==> config.mk <==
export PLATFORM = sky130hd
export DESIGN_NAME = gopf_mul_io
export DESIGN_NICKNAME = d
export VERILOG_FILES = /design/src/rtl/gopf_pkg.sv /design/src/rtl/gopf_word_sreg.sv /design/src/rtl/gopf_mul_io.sv
export SDC_FILE = /design/constraint.sdc
export NUM_CORES = 1
export LEC_CHECK = 0
export ABC_CLOCK_PERIOD_IN_PS = 4300
export CORE_AREA = 2 2 237 239
export CTS_CLUSTER_DIAMETER = 200
export DETAILED_ROUTE_END_ITERATION = 12
export DIE_AREA = 0 0 239 241
export DONT_BUFFER_PORTS = 1
export SLEW_MARGIN = 20
export SYNTH_ARGS = -nofsm -noshare
export SYNTH_HDL_FRONTEND = slang
export SYNTH_SLANG_ARGS = --single-unit
==> constraint.sdc <==
create_clock -name clk -period 4.3 [get_ports clk]
set_input_delay 0.43 -clock clk [delete_from_list [all_inputs] [get_ports clk]]
set_output_delay 0.43 -clock clk [all_outputs]
set_load 0.01 [all_outputs]
==> src/rtl/gopf_pkg.sv <==
// Shared constants, state encoding and word helper for the GOPF_MUL
// word-serial front/back end.
package gopf_pkg;

    localparam int W    = 16;
    localparam int NW   = 9;
    localparam int M    = W * NW;
    localparam int NOPS = 3;
    localparam int CW   = $clog2(NOPS * NW);
    localparam int RW   = $clog2(NW);

    typedef enum logic [1:0] {
        S_LOAD,
        S_START,
        S_WAIT,
        S_UNLOAD
    } state_t;

    // Word k of a 144-bit vector; w0 is the leftmost slice.
    function automatic logic [0:W-1] word_of(
        input logic [0:M-1]  v,
        input logic [RW-1:0] k
    );
        return v[int'(k)*W +: W];
    endfunction

endpackage

==> src/rtl/gopf_word_sreg.sv <==
// 144-bit register with 16-bit indexed word write and full-width load.
// Full load has priority over a word write.
module gopf_word_sreg
    import gopf_pkg::*;
(
    input  logic          clk,
    input  logic          rst_b,
    input  logic          we_i,
    input  logic [RW-1:0] widx_i,
    input  logic [0:W-1]  wdata_i,
    input  logic          ld_i,
    input  logic [0:M-1]  ldata_i,
    output logic [0:M-1]  q_o
);

    logic [0:M-1] q_q;
    logic [0:M-1] q_d;

    // Next value: whole-vector load, else single word write, else hold.
    always_comb begin
        q_d = q_q;
        if (ld_i) begin
            q_d = ldata_i;
        end else if (we_i) begin
            q_d[int'(widx_i)*W +: W] = wdata_i;
        end
    end

    // Storage.
    always_ff @(posedge clk or negedge rst_b) begin
        if (!rst_b) begin
            q_q <= '0;
        end else begin
            q_q <= q_d;
        end
    end

    assign q_o = q_q;

endmodule

==> src/rtl/gopf_mul_io.sv <==
// Word-serial load / start / capture / unload wrapper around GOPF_MUL.
// Optional WAIT timeout abort is built in with GOPF_IO_TIMEOUT_EN.
module gopf_mul_io
    import gopf_pkg::*;
#(
    parameter int TIMEOUT = 1024
) (
    input  logic         clk,
    input  logic         rst_b,
    input  logic         in_valid,
    output logic         in_ready,
    input  logic [0:W-1] in_data,
    output logic         out_valid,
    input  logic         out_ready,
    output logic [0:W-1] out_data,
    output logic         out_last,
    output logic         busy,
    output logic         err,
    output logic         core_start,
    output logic [0:M-1] core_multiplicand,
    output logic [0:M-1] core_multiplier,
    output logic [0:M-1] core_mod,
    input  logic [0:M-1] core_mul_out,
    input  logic         core_mul_done
);

    state_t        state_q, state_d;
    logic [CW-1:0] wcnt_q, wcnt_d;
    logic [RW-1:0] rcnt_q, rcnt_d;
    logic          acc;
    logic          we_a, we_b, we_m;
    logic [RW-1:0] widx;
    logic          res_ld;
    logic [0:M-1]  res_in;
    logic [0:M-1]  res_w;
    logic          to_hit;

    assign in_ready   = (state_q == S_LOAD);
    assign out_valid  = (state_q == S_UNLOAD);
    assign core_start = (state_q == S_START);
    assign busy       = !((state_q == S_LOAD) && (wcnt_q == '0));
    assign out_last   = out_valid && (rcnt_q == RW'(NW - 1));
    assign out_data   = out_valid ? word_of(res_w, rcnt_q) : '0;
    assign acc        = in_valid && in_ready;
    assign res_in     = core_mul_done ? core_mul_out : '0;

    // Route an accepted word to its operand and word slot.
    always_comb begin
        we_a = 1'b0;
        we_b = 1'b0;
        we_m = 1'b0;
        widx = '0;
        unique case (1'b1)
            (wcnt_q < CW'(NW)): begin
                we_a = acc;
                widx = RW'(wcnt_q);
            end
            (wcnt_q >= CW'(NW)) && (wcnt_q < CW'(2 * NW)): begin
                we_b = acc;
                widx = RW'(wcnt_q - CW'(NW));
            end
            (wcnt_q >= CW'(2 * NW)): begin
                we_m = acc;
                widx = RW'(wcnt_q - CW'(2 * NW));
            end
        endcase
    end

    // Control FSM next state and counters.
    always_comb begin
        state_d = state_q;
        wcnt_d  = wcnt_q;
        rcnt_d  = rcnt_q;
        res_ld  = 1'b0;
        unique case (state_q)
            S_LOAD: begin
                if (acc) begin
                    if (wcnt_q == CW'(NOPS * NW - 1)) begin
                        wcnt_d  = '0;
                        state_d = S_START;
                    end else begin
                        wcnt_d = wcnt_q + 1'b1;
                    end
                end
            end
            S_START: begin
                state_d = S_WAIT;
            end
            S_WAIT: begin
                if (core_mul_done || to_hit) begin
                    res_ld  = 1'b1;
                    rcnt_d  = '0;
                    state_d = S_UNLOAD;
                end
            end
            S_UNLOAD: begin
                if (out_ready) begin
                    if (rcnt_q == RW'(NW - 1)) begin
                        rcnt_d  = '0;
                        state_d = S_LOAD;
                    end else begin
                        rcnt_d = rcnt_q + 1'b1;
                    end
                end
            end
            default: begin
                state_d = S_LOAD;
            end
        endcase
    end

    // State and counter registers.
    always_ff @(posedge clk or negedge rst_b) begin
        if (!rst_b) begin
            state_q <= S_LOAD;
            wcnt_q  <= '0;
            rcnt_q  <= '0;
        end else begin
            state_q <= state_d;
            wcnt_q  <= wcnt_d;
            rcnt_q  <= rcnt_d;
        end
    end

`ifdef GOPF_IO_TIMEOUT_EN
    localparam int TW = $clog2(TIMEOUT);

    logic [TW-1:0] tcnt_q;
    logic          err_q;

    assign to_hit = (state_q == S_WAIT) && !core_mul_done &&
                    (tcnt_q == TW'(TIMEOUT - 1));
    assign err    = err_q;

    // WAIT cycle counter, restarted by each START.
    always_ff @(posedge clk or negedge rst_b) begin
        if (!rst_b) begin
            tcnt_q <= '0;
        end else if (state_q == S_START) begin
            tcnt_q <= '0;
        end else if (state_q == S_WAIT) begin
            tcnt_q <= tcnt_q + 1'b1;
        end
    end

    // Abort flag, held until the next accepted input word.
    always_ff @(posedge clk or negedge rst_b) begin
        if (!rst_b) begin
            err_q <= 1'b0;
        end else if (acc) begin
            err_q <= 1'b0;
        end else if (to_hit) begin
            err_q <= 1'b1;
        end
    end
`else
    assign to_hit = 1'b0;
    assign err    = 1'b0;

    // TIMEOUT is only consumed by the abort counter.
    if (TIMEOUT < 2) begin : g_to_unused
    end
`endif

    gopf_word_sreg u_mcand (
        .clk     (clk),
        .rst_b   (rst_b),
        .we_i    (we_a),
        .widx_i  (widx),
        .wdata_i (in_data),
        .ld_i    (1'b0),
        .ldata_i ({M{1'b0}}),
        .q_o     (core_multiplicand)
    );

    gopf_word_sreg u_mplier (
        .clk     (clk),
        .rst_b   (rst_b),
        .we_i    (we_b),
        .widx_i  (widx),
        .wdata_i (in_data),
        .ld_i    (1'b0),
        .ldata_i ({M{1'b0}}),
        .q_o     (core_multiplier)
    );

    gopf_word_sreg u_mod (
        .clk     (clk),
        .rst_b   (rst_b),
        .we_i    (we_m),
        .widx_i  (widx),
        .wdata_i (in_data),
        .ld_i    (1'b0),
        .ldata_i ({M{1'b0}}),
        .q_o     (core_mod)
    );

    gopf_word_sreg u_result (
        .clk     (clk),
        .rst_b   (rst_b),
        .we_i    (1'b0),
        .widx_i  ({RW{1'b0}}),
        .wdata_i ({W{1'b0}}),
        .ld_i    (res_ld),
        .ldata_i (res_in),
        .q_o     (res_w)
    );

endmodule

==> flow_summary.ini <==
[outcome]
status = finished, violations left
violations = hold timing

[logic_synthesis]
netlist_instances = 1513
postSynth.asyncResetShare_pct = 100
yosys-top-cells-area = sky130_fd_sc_hd__dfrtp_1 62%, sky130_fd_sc_hd__mux2_2 27%, sky130_fd_sc_hd__mux4_2 3.0%
synth.yosys.warnings = 0
number_of_enable_type_register_cells_in_the_synthesized_netlist = 0
yosys.area.top_type_share_pct = 61.8
synth_seq_cells = 587
synth-main-ff-cell = sky130_fd_sc_hd__dfrtp_1
synth_area_mm2 = 0.0238
synthesized_area_divided_by_synthesized_cell_count_um2 = 15.7
postSynthNetCount = 1692
yosys-top-cells-count = 587 x sky130_fd_sc_hd__dfrtp_1, 567 x sky130_fd_sc_hd__mux2_2, 58 x sky130_fd_sc_hd__clkbuf_1
yosys.cell_count.top_type = sky130_fd_sc_hd__dfrtp_1
synth_area_leader_cell = sky130_fd_sc_hd__dfrtp_1
synthDistinctLibCells = 59
ys_seq_area_share_pct = 61.8

[finish]
layout.cell_area.non_filler_mm2 = 0.0284
num-fill-cells = 4576
drive_above_1_share_pct = 45.0
area_delta_synth_final_pct = 19.6
finish.net_count = 1845

[setup_path]
crit_arrival_ps = 3970
worst_ep_required_time_ps = 4770
start_kind = flip-flop
timing_worst_setup_path_type = reg -> reg
setup.worst_path.end_class = flip-flop
crit_fanout = 16

[timing]
fin_crit_sh_pct = 81.4
max_clock_skew_ps = 16.3
finalCriticalPeriod_ps = 3500
aggregate_negative_setup_slack_ps = 0
slew_headroom_pct = 3.64
timing.hold.ws_ps = -452
drv_slew = 0
unrepaired_setup_endpoints_after_global_routing = no
fmaxAchievable_mhz = 286
finalHoldViolCount = 587
final-setup-viol-count = 0
max_slew.worst_pin.slew_ps = 1450

[placed_design]
gp_routability_congestion = 0.828
hpwl_um = 45300
place.port_buffers = 0
placed_inst_area_mm2 = 0.0244

[clock_tree]
tritoncts.num_buffers = 66
clk-insertion-delay-late_ps = 590
postCtsSetupBuffers = 0
clock_path_buffers = 3
path_clk_slew_ps = 60
htreeDepth = 3
cts_hold_buffers = 162
post_cts_resized = 0
tritoncts = done
cts.root.buffer_cell = sky130_fd_sc_hd__clkbuf_16
clock-sinks = 587

[drt]
detailroute.wirelength.met3_um = 5720
dr.pass1.iters = 4
met2_wirelength_um = 34400
routed_via_density = 5.58
drcViolationCount = 0
detailroute.via_count = 13510
topRoutingLayerUsed = met4
detailed_route_wire_length_per_cell_um = 28.4
drt.antenna.violating_nets = 0
aggregate_routed_wire_length_um = 68700
detailedRoute.firstIterationViolations = 625
wl_met1_um = 26400

[global_route]
groute.usage.overall_pct = 23.3
grt.overflow.total = 0
grt_start_max_net_pins = 588
via_count_of_the_first_global_routing_pass = 14245
wire_length_of_the_first_global_routing_pass_um = 98400
grt_antenna_before_repair = 3

[floorplanning]
die_area_mm2 = 0.0576
rows = 86
design.core.area_mm2 = 0.0549
io_pins = 619
dieWidth_um = 239
floorplan.die.height_um = 241
floorplan.initialDensity_pct = 43.3

[job]
cap_violations = 0

[power]
leakagePower_nw = 13.4
power-per-cell-area_mw_per_mm2 = 708
worst_ir_drop_vdd_uv = 491
power_w = 0.0201

[worst_hold_path]
worstHoldPathType = in -> async
power by group:
group | internal, W | total, W | switching, W
Clock | 0.00344 | 0.00570 | 0.00226
Combinational | 0.00264 | 0.00455 | 0.00190
Sequential | 0.00755 | 0.00987 | 0.00232
area by class of cell:
class                      instances  area, um^2  share of cell area, %
clock buffer                      95        1930                   6.80
timing repair buffer             184        1960                   6.90
tap                              704         881                   3.10
multi-input combinational        817        8620                   30.3
inverter                          10        37.5                  0.132
antenna                            2        5.00                 0.0176
clock inverter                    22         287                   1.01
sequential                       587       14700                   51.7
metal layers:
| layer | global-route usage [%] | vias to the layer above |
|---|---|---|
| met5 | 0 | - |
| met4 | 9.32 | 0 |
| met3 | 7.30 | 125 |
| met2 | 39.4 | 529 |
| met1 | 27.9 | 7153 |
| li1 | - | 5703 |
cell usage in the layout, fill, tap and decap left out, types with 3 or more instances in the layout:
| cell type | synthesis | final |
|---|---|---|
| sky130_fd_sc_hd__inv_1 | 9 | 9 |
| sky130_fd_sc_hd__bufinv_16 | 0 | 5 |
| sky130_fd_sc_hd__nor3_1 | 3 | 3 |
| sky130_fd_sc_hd__clkinv_2 | 0 | 7 |
| sky130_fd_sc_hd__nand3_1 | 7 | 7 |
| sky130_fd_sc_hd__mux2i_1 | 16 | 16 |
| sky130_fd_sc_hd__inv_6 | 0 | 6 |
| sky130_fd_sc_hd__and2_1 | 3 | 3 |
| sky130_fd_sc_hd__ha_1 | 14 | 14 |
| sky130_fd_sc_hd__clkbuf_16 | 0 | 67 |
| sky130_fd_sc_hd__clkbuf_1 | 58 | 13 |
| sky130_fd_sc_hd__o21a_1 | 3 | 3 |
| sky130_fd_sc_hd__nand3_2 | 3 | 3 |
| sky130_fd_sc_hd__and3_1 | 3 | 3 |
| sky130_fd_sc_hd__mux2_2 | 567 | 567 |
| sky130_fd_sc_hd__nor2_1 | 39 | 38 |
| sky130_fd_sc_hd__nand2_1 | 19 | 18 |
| sky130_fd_sc_hd__mux2_1 | 10 | 10 |
| sky130_fd_sc_hd__clkbuf_8 | 0 | 15 |
| sky130_fd_sc_hd__nand2b_1 | 10 | 10 |
| sky130_fd_sc_hd__dlygate4sd3_1 | 0 | 146 |
| sky130_fd_sc_hd__buf_4 | 6 | 21 |
| sky130_fd_sc_hd__nor2b_1 | 5 | 5 |
| sky130_fd_sc_hd__buf_12 | 0 | 17 |
| sky130_fd_sc_hd__o21ai_0 | 11 | 11 |
| sky130_fd_sc_hd__dfrtp_1 | 587 | 586 |
| sky130_fd_sc_hd__nor2_2 | 9 | 10 |
| sky130_fd_sc_hd__mux4_2 | 32 | 32 |
| sky130_fd_sc_hd__a21oi_1 | 23 | 23 |
path summary, 6_finish.rpt:
path / from / end / slack [ps] / cells past startpoint
worst max-delay path: wcnt_q[2] / u_mcand.q_o[122] / 800 / 8
worst min-delay path: rst_b / u_mplier.q_o[74] / -450 / 0
worst max register to register: wcnt_q[2] / u_mcand.q_o[122] / 800 / 8
worst min register to register: u_result.q_o[9] / u_result.q_o[9] / 500 / 1
max in group asynchronous: rst_b / rcnt_q[0] / 3490 / 0
min in group clk: out_ready / state_q[0] / 80 / 3
flip-flops by register name, summed over array words and instances, names as in the netlist:
name / count
u_mod.q_o: 144
u_mplier.q_o: 144
state_q: 2
u_mcand.q_o: 144
rcnt_q: 4
wcnt_q: 5
u_result.q_o: 144
per-stage QoR:
step           cells  util [%]  worst slack (ps)
3_5_place_dp    2140      44.5               858
4_1_cts         2419      51.8               740
2_1_floorplan   1513         -              1340
5_1_grt         2421      51.8               545
3_3_place_gp    2140      44.5               965
6_report        2421      51.8               800
logic make-up after synthesis:
| kind of cell | Yosys count | share of synthesized area [%] |
|---|---|---|
| other | 1 | 0.0158 |
| adders and majority gates | 14 | 0.737 |
| DFF | 587 | 61.8 |
| and+or+nand+nor | 120 | 2.79 |
| muxes | 625 | 31.0 |
| buffers and inverters | 109 | 2.01 |
| AOI/OAI and AO/OA | 57 | 1.58 |
worst max-delay path: stages, from the launching register on:
cell	delay [ps]
sky130_fd_sc_hd__dfrtp_1	480
sky130_fd_sc_hd__inv_1	180
sky130_fd_sc_hd__ha_1	280
sky130_fd_sc_hd__a21bo_2	300
sky130_fd_sc_hd__a2111o_1	450
sky130_fd_sc_hd__o211ai_2	230
sky130_fd_sc_hd__nand3_1	220
sky130_fd_sc_hd__nor2_2	810
sky130_fd_sc_hd__mux2_2	430
Note: power is estimated with default switching activity, not from simulation.
